`config.mk`:
```
export PLATFORM = sky130hd
export DESIGN_NAME = fpu_dispatch_ctrl
export DESIGN_NICKNAME = d
export VERILOG_FILES = /design/src/rtl/fpu_dispatch_pkg.sv /design/src/rtl/fpu_rr_arbiter.sv /design/src/rtl/fpu_dispatch_ctrl.sv
export SDC_FILE = /design/constraint.sdc
export NUM_CORES = 1
export LEC_CHECK = 0
export BUFFER_PORTS_ARGS = -buffer_cell sky130_fd_sc_hd__buf_2
export CAP_MARGIN = 20
export CORE_MARGIN = 1
export CORE_UTILIZATION = 40
export CTS_CLUSTER_DIAMETER = 60
export DETAILED_ROUTE_END_ITERATION = 7
export GPL_ROUTABILITY_DRIVEN = 1
export GPL_TIMING_DRIVEN = 0
export PLACE_DENSITY_LB_ADDON = 0.12
export SYNTH_ARGS = -nofsm -noshare
export SYNTH_HDL_FRONTEND = slang
export SYNTH_SLANG_ARGS = --single-unit
```
`constraint.sdc`:
```
create_clock -name CLK -period 2.9 [get_ports CLK]
set_clock_uncertainty 0.05 [all_clocks]
set_input_delay 0.58 -clock CLK [delete_from_list [all_inputs] [get_ports CLK]]
set_output_delay 0.58 -clock CLK [all_outputs]
set_load 0.01 [all_outputs]
```
`src/rtl/fpu_dispatch_pkg.sv`:
```
// fpu_dispatch_pkg: shared types, widths and exception codes for the FPU dispatch controller
// No ports; imported by fpu_dispatch_ctrl and fpu_rr_arbiter.
package fpu_dispatch_pkg;
   localparam int EXC_W  = 3;
   localparam int MODE_W = 3;
   localparam logic [EXC_W-1:0] EXC_NONE      = 3'd0;
   localparam logic [EXC_W-1:0] EXC_INEXACT   = 3'd1;
   localparam logic [EXC_W-1:0] EXC_UNDERFLOW = 3'd2;
   localparam logic [EXC_W-1:0] EXC_OVERFLOW  = 3'd3;
   localparam logic [EXC_W-1:0] EXC_DIVZERO   = 3'd4;
   localparam logic [EXC_W-1:0] EXC_INVALID   = 3'd5;
   typedef enum logic [0:0] {IN_IDLE = 1'b0, IN_WAIT_OP2 = 1'b1} in_state_t;
   typedef enum logic [1:0] {U_IDLE = 2'd0, U_RUN = 2'd1, U_DONE = 2'd2} unit_state_t;
   typedef enum logic [0:0] {O_IDLE = 1'b0, O_SEND = 1'b1} out_state_t;
   // Index width for n items, never below one bit.
   function automatic int sel_w(input int n);
      return n > 1 ? $clog2(n) : 1;
   endfunction
endpackage

```
`src/rtl/fpu_rr_arbiter.sv`:
```
// fpu_rr_arbiter: round-robin arbiter that owns its pointer register
// Ports: CLK, RSTn (sync, active-low); req_i[N] requests; advance_i lets the pointer
// move to the granted index; gnt_idx_o / gnt_vld_o first request at or after pointer+1.
module fpu_rr_arbiter
   import fpu_dispatch_pkg::*;
#(
   parameter int N = 2
) (
   input  logic                CLK,
   input  logic                RSTn,
   input  logic [N-1:0]        req_i,
   input  logic                advance_i,
   output logic [sel_w(N)-1:0] gnt_idx_o,
   output logic                gnt_vld_o
);
   localparam int W = sel_w(N);
   logic [W-1:0] ptr_q, ptr_d;
   // Scan from the farthest offset down so the nearest request after the pointer wins.
   always_comb begin
      gnt_idx_o = '0;
      gnt_vld_o = 1'b0;
      for (int k = N; k >= 1; k--) begin
         if (req_i[(int'(ptr_q) + k) % N]) begin
            gnt_idx_o = W'((int'(ptr_q) + k) % N);
            gnt_vld_o = 1'b1;
         end
      end
   end
   assign ptr_d = (advance_i && gnt_vld_o) ? gnt_idx_o : ptr_q;
   always_ff @(posedge CLK) ptr_q <= !RSTn ? '0 : ptr_d;
endmodule

```
`src/rtl/fpu_dispatch_ctrl.sv`:
```
// fpu_dispatch_ctrl: dispatches operand pairs to NUM_UNITS FPU units and returns results in OUT_W beats
// Host side : CS, DIN, DIV, OPT, MODE in; DACK, BUSY, DR, TOUT out; DOUT/DOV/DTAG/EXC out with DOA in.
// Unit side : U_OP1, U_OP2, U_VALID, U_MODE out; U_RESULT, U_RVALID, U_EXC in.
// Clock CLK, reset RSTn (synchronous, active-low).
// Option FPU_DISPATCH_TIMEOUT_EN: discard a pending op1 after TIMEOUT_CYC cycles without op2 (TOUT pulse).
module fpu_dispatch_ctrl
   import fpu_dispatch_pkg::*;
#(
   parameter int DATA_W      = 32,
   parameter int OUT_W       = 16,
   parameter int NUM_UNITS   = 2,
   parameter int TIMEOUT_CYC = 64
) (
   input  logic                          CLK,
   input  logic                          RSTn,
   input  logic                          CS,
   input  logic [DATA_W-1:0]             DIN,
   input  logic                          DIV,
   input  logic [sel_w(NUM_UNITS)-1:0]   OPT,
   input  logic [MODE_W-1:0]             MODE,
   output logic                          DACK,
   output logic [NUM_UNITS-1:0]          BUSY,
   output logic                          DR,
   output logic [OUT_W-1:0]              DOUT,
   output logic                          DOV,
   input  logic                          DOA,
   output logic [sel_w(NUM_UNITS)-1:0]   DTAG,
   output logic [EXC_W-1:0]              EXC,
   output logic                          TOUT,
   output logic [NUM_UNITS*DATA_W-1:0]   U_OP1,
   output logic [NUM_UNITS*DATA_W-1:0]   U_OP2,
   output logic [NUM_UNITS-1:0]          U_VALID,
   output logic [MODE_W-1:0]             U_MODE,
   input  logic [NUM_UNITS*DATA_W-1:0]   U_RESULT,
   input  logic [NUM_UNITS-1:0]          U_RVALID,
   input  logic [NUM_UNITS*EXC_W-1:0]    U_EXC
);
   localparam int SEL_W = sel_w(NUM_UNITS);
   localparam int BX    = 1 << SEL_W;
   localparam int BEATS = DATA_W / OUT_W;
   localparam int BW    = sel_w(BEATS);

   in_state_t                          in_q, in_d;
   out_state_t                         o_q, o_d;
   unit_state_t                        u_q [NUM_UNITS];
   unit_state_t                        u_d [NUM_UNITS];
   logic [SEL_W-1:0]                   tgt_q, tgt_d, sel_q, sel_d, gnt_idx;
   logic [BW-1:0]                      beat_q, beat_d;
   logic [NUM_UNITS-1:0][DATA_W-1:0]   op1_q, op2_q, res_q;
   logic [NUM_UNITS-1:0][EXC_W-1:0]    exc_q;
   logic [NUM_UNITS-1:0]               uvalid_q, cap, done;
   logic [BX-1:0]                      busy_ext;
   logic [DATA_W-1:0]                  sh;
   logic                               opt_ok, acc1, acc2, last, gnt_vld, dr_q;

   // Input side: op1 needs a valid, idle target; op2 goes to the latched target regardless of OPT.
   assign busy_ext = BX'(BUSY);
   assign opt_ok   = {1'b0, OPT} < (SEL_W+1)'(NUM_UNITS);
   assign acc1     = in_q == IN_IDLE && CS && DIV && opt_ok && !busy_ext[OPT];
   assign acc2     = in_q == IN_WAIT_OP2 && CS && DIV;
   assign DACK     = acc1 | acc2;

`ifdef FPU_DISPATCH_TIMEOUT_EN
   localparam int CW = $clog2(TIMEOUT_CYC + 1);
   logic [CW-1:0] cnt_q, cnt_d;
   // Expiry loses to an op2 arriving in the same cycle; CS low already discards on its own.
   assign TOUT  = in_q == IN_WAIT_OP2 && CS && !DIV && cnt_q == CW'(TIMEOUT_CYC - 1);
   assign cnt_d = acc1 ? '0 : cnt_q + 1'b1;
   always_ff @(posedge CLK) cnt_q <= !RSTn ? '0 : cnt_d;
`else
   assign TOUT = 1'b0;
`endif

   assign in_d  = acc1 ? IN_WAIT_OP2 :
                  (in_q == IN_WAIT_OP2 && (!CS || DIV || TOUT)) ? IN_IDLE : in_q;
   assign tgt_d = acc1 ? OPT : tgt_q;

   // Unit FSMs: issue, capture and release can hit different units in the same cycle.
   assign last = beat_q == BW'(BEATS - 1);
   always_comb begin
      for (int i = 0; i < NUM_UNITS; i++) begin
         cap[i]  = u_q[i] == U_RUN && U_RVALID[i];
         done[i] = u_q[i] == U_DONE;
         BUSY[i] = u_q[i] != U_IDLE;
         u_d[i]  = (u_q[i] == U_IDLE && acc2 && tgt_q == SEL_W'(i)) ? U_RUN :
                   cap[i] ? U_DONE :
                   (done[i] && DOV && sel_q == SEL_W'(i) && DOA && last) ? U_IDLE : u_q[i];
      end
   end

   fpu_rr_arbiter #(.N(NUM_UNITS)) u_arb (
      .CLK       (CLK),
      .RSTn      (RSTn),
      .req_i     (done),
      .advance_i (!DOV),
      .gnt_idx_o (gnt_idx),
      .gnt_vld_o (gnt_vld)
   );

   // Output side: grant only from O_IDLE, so a result never starts in the cycle after the last beat.
   assign DOV    = o_q == O_SEND;
   assign o_d    = DOV ? ((DOA && last) ? O_IDLE : O_SEND) : (gnt_vld ? O_SEND : O_IDLE);
   assign sel_d  = DOV ? sel_q : gnt_idx;
   assign beat_d = DOV ? (DOA ? beat_q + 1'b1 : beat_q) : '0;
   assign sh     = res_q[sel_q] << (OUT_W * int'(beat_q));
   assign DOUT   = DOV ? sh[DATA_W-1 -: OUT_W] : '0;
   assign DTAG   = DOV ? sel_q : '0;
   assign EXC    = DOV ? exc_q[sel_q] : '0;
   assign DR     = dr_q;
   assign U_OP1  = op1_q;
   assign U_OP2  = op2_q;
   assign U_VALID = uvalid_q;
   assign U_MODE = MODE;

   always_ff @(posedge CLK) begin
      if (!RSTn) begin
         in_q     <= IN_IDLE;
         o_q      <= O_IDLE;
         tgt_q    <= '0;
         sel_q    <= '0;
         beat_q   <= '0;
         op1_q    <= '0;
         op2_q    <= '0;
         res_q    <= '0;
         exc_q    <= '0;
         uvalid_q <= '0;
         dr_q     <= 1'b0;
         for (int i = 0; i < NUM_UNITS; i++) u_q[i] <= U_IDLE;
      end else begin
         in_q     <= in_d;
         o_q      <= o_d;
         tgt_q    <= tgt_d;
         sel_q    <= sel_d;
         beat_q   <= beat_d;
         uvalid_q <= acc2 ? NUM_UNITS'(1) << tgt_q : '0;
         dr_q     <= |cap;
         for (int i = 0; i < NUM_UNITS; i++) begin
            u_q[i] <= u_d[i];
            if (acc1 && OPT == SEL_W'(i)) op1_q[i] <= DIN;
            if (acc2 && tgt_q == SEL_W'(i)) op2_q[i] <= DIN;
            if (cap[i]) begin
               res_q[i] <= U_RESULT[i*DATA_W +: DATA_W];
               exc_q[i] <= U_EXC[i*EXC_W +: EXC_W];
            end
         end
      end
   end
endmodule

```
==> results.sh <==
export IMPL_synth_most_common_cell="nand2_1"
export IMPL_cts_clk_slew_worst_paths_ps=60
export IMPL_worstHoldStart="U_RESULT[39]"
export IMPL_fp_dieW_um=144
export IMPL_worst_slew_pin_slew_ps=651
export IMPL_cp_cell_sequence="buf_6, buf_12, mux4_2, and2_1, buf_2"
export IMPL_synthMuxAreaShare_pct=13.3
export IMPL_avgSynthCellArea_um2=9.20
export IMPL_holdPathStages=3
export IMPL_vias_per_cell=4.90
export IMPL_hold_violations=0
export IMPL_synth_top_area_share_pct=52.6
export IMPL_cp_data_required_time_ps=2270
export IMPL_register_area_um2=4220
export IMPL_wl_mm=24.5
export IMPL_finalMaxSlewViolations=0
export IMPL_cts_resized=0
export IMPL_hold_end="res_q[39]"
export IMPL_drt_pass1_iterations=4
export IMPL_ys_seq_elements=211
export IMPL_clock_latency_ps=500
export IMPL_critPathKind="flip-flop to output pin"
export IMPL_yosys_area_top_type="dfxtp_1"
export IMPL_fp_dieH_um=144
export IMPL_hp_class="input pin to flip-flop"
export IMPL_power_leakage_nw=4.86
export IMPL_cp_top_family="multiplexers"
export IMPL_vias=7084
export IMPL_synth_cell_types=44
export IMPL_io_pins=272
export IMPL_rows=51
export IMPL_synthSimpleGateAreaFrac_pct=19.4
export IMPL_drive_above_1_share_pct=30.1
export IMPL_grt_max_degree=13
export IMPL_synthAdderAreaFrac_pct=0
export IMPL_cts_sinks=211
export IMPL_finalSetupViolations=0
export IMPL_finalSetupTns_ps=0
export IMPL_synth_common_cells="240 x nand2_1, 211 x dfxtp_1, 75 x a21oi_1"
export IMPL_ys_seq_area_share_pct=52.6
export IMPL_grt_util_all_layers_pct=23.4
export IMPL_synth_top_family_by_area="simple AND/OR/NAND/NOR gates"
export IMPL_dp_hpwl_mm=18.1
export IMPL_dp_slack_ps=794
export IMPL_period_share_pct=90.0
export IMPL_cts_buffer_depth=3
export IMPL_synthXorXnorAreaFrac_pct=0.109
export IMPL_cts_setup_buffers=0
export IMPL_ys_flop_type="dfxtp_1"
export IMPL_maxCapViolations=0
export IMPL_rsz0062_at_grt="no"
export IMPL_htreeDepth=1
export IMPL_p_per_area_nw_per_um2=591
export IMPL_syn2layout_area_growth_pct=30.0
export IMPL_synth_area_leaders="dfxtp_1 53%, nand2_1 11%, mux2i_1 8.3%, a21oi_1 4.7%, nand3_1 4.0%"
export IMPL_n_antenna_cell=0
export IMPL_cp_arrival_ps=1980
export IMPL_core_um2=19600
export IMPL_dp_cells=1404
export IMPL_layout_min_cycle_time_ps=2610
export IMPL_cts_tree="done"
export IMPL_syn_area_um2=8030
export IMPL_cts_buffers=24
export IMPL_utilization_pct=53.3
export IMPL_rrSetupSlack_ps=1270
export IMPL_synth_fp_nets=986
export IMPL_drc=0
export IMPL_grt_pass1_wl_mm=36.9
export IMPL_crit_slowest_cell="mux4_2"
export IMPL_start_kind="flip-flop"
export IMPL_slowest_delay_ps=500
export IMPL_synth_compound_area_share_pct=9.42
export IMPL_layout_setup_ws_ps=291
export IMPL_r2r_start="in_q"
export IMPL_multi_input_area_um2=3400
export IMPL_n_fill_cell=1906
export IMPL_synthArstFlopShare_pct=0
export IMPL_synth_edff_count=0
export IMPL_antenna_found_initial=1
export IMPL_die_area_um2=20700
export IMPL_yosys_warnings=0
export IMPL_port_buffers=266
export IMPL_run_status="complete, no violations"
export IMPL_grt_remaining_overflow=0
export IMPL_synthCells=873
export IMPL_start_util_pct=41.0
export IMPL_drt_iter0_markers=257
export IMPL_relSlewSlack_pct=56.6
export IMPL_p_total_mw=6.17
export IMPL_grt_pass1_vias=6684
export IMPL_cts_root_buf="clkbuf_16"
export IMPL_crit_buf_inv=3
export IMPL_gp_congestion=0.793
export IMPL_path_max_fanout=10
export IMPL_ir_worst_vdd_mv=0.418
export IMPL_fmaxAchievable_mhz=383
export IMPL_reg2reg_to="U_OP2[61]"
export IMPL_final_cells=1446
export IMPL_hold_buffers=0
export IMPL_ant_nets=0
export IMPL_cp_end_kind="output pin"
export IMPL_final_nets=1278
export IMPL_wl_per_cell_um=16.9
export IMPL_rr_worst_depth=5
placed cells by master, fill, tap and decap left out, types with 2 or more instances in the layout:
cell / synthesis / layout
nor2b_1: 4 / 4
nand3b_1: 2 / 2
inv_1: 5 / 5
dfxtp_1: 211 / 211
clkbuf_16: 0 / 25
and2_1: 17 / 17
a21oi_1: 75 / 75
nand4_1: 2 / 2
buf_1: 7 / 7
clkinv_4: 0 / 2
mux4_1: 9 / 9
nand3_1: 65 / 65
clkinv_2: 0 / 5
clkbuf_8: 0 / 4
clkbuf_1: 28 / 34
nor2_1: 3 / 3
mux4_2: 7 / 7
buf_2: 26 / 292
buf_6: 7 / 7
nand2_1: 240 / 240
nor3_1: 3 / 3
mux2i_1: 67 / 67
buf_4: 4 / 4
nand4b_1: 2 / 2
o21ai_0: 65 / 65
and3b_1: 2 / 2
layer usage:
metal / track usage (%) / part of all wire [%]
met1: 31.0 / 45
met2: 38.3 / 46
met3: 6.13 / 7.9
met4: 4.87 / 1.1
met5: 0 / 0.053
report_power, final:
part	leakage, nW	switching (mW)	internal [mW]
logic	2.79	0.217	0.142
clock network	0.372	1.17	1.68
registers	1.70	0.0207	2.94
total	4.86	1.41	4.76
area by class of cell:
type | count | share of cell area [%]
clock buffers | 35 | 6.73
plain buffers | 73 | 3.74
repair buffers | 266 | 12.8
clock inverters | 7 | 0.407
inverters | 6 | 0.216
flip-flops and latches | 211 | 40.5
well taps | 265 | 3.18
multi-input cells | 583 | 32.5
worst max path at each step:
| stage | depth (start not counted) | startpoint | endpoint | slack (ps) |
|---|---|---|---|---|
| floorplan | 4 | beat_q | DOUT[11] | 1010 |
| global placement | 5 | beat_q | DOUT[4] | 800 |
| detailed placement | 5 | beat_q | DOUT[8] | 790 |
| CTS | 5 | beat_q | DOUT[11] | 260 |
| global route | 5 | beat_q | DOUT[3] | 210 |
| finish | 5 | beat_q | DOUT[8] | 290 |
per-stage QoR:
step                      hold slack [ps]  cell area, um2
final                                 253           10400
after global routing                  253           10400
after CTS                             247           10400
after detailed placement              394            9700
after global placement                388            9700
after floorplan                       382            8030
flip-flops by register name, summed over array words and instances, names as in the netlist:
register	cells
res_q	64
U_VALID	2
in_q	1
u_arb.ptr_q	1
U_OP1	64
tgt_q	1
DR	1
beat_q	1
u_q	4
U_OP2	64
exc_q	6
sel_q	1
DOV	1
cell families (layout without fill, tap and decap cells):
| kind of cell | count (synthesis) | count (layout) |
|---|---|---|
| AO/OA/AOI/OAI | 147 | 147 |
| XOR/XNOR | 1 | 1 |
| buffers and inverters | 79 | 387 |
| flip-flops | 211 | 211 |
| multiplexers | 83 | 83 |
| other | 1 | 1 |
| AND/OR/NAND/NOR | 351 | 351 |
tightest hold or removal path, stage by stage:
cell and delay [ps]:
buf_2 90, nand2_1 40, a21oi_1 50
No activity file was read; power rests on OpenSTA's default activity.
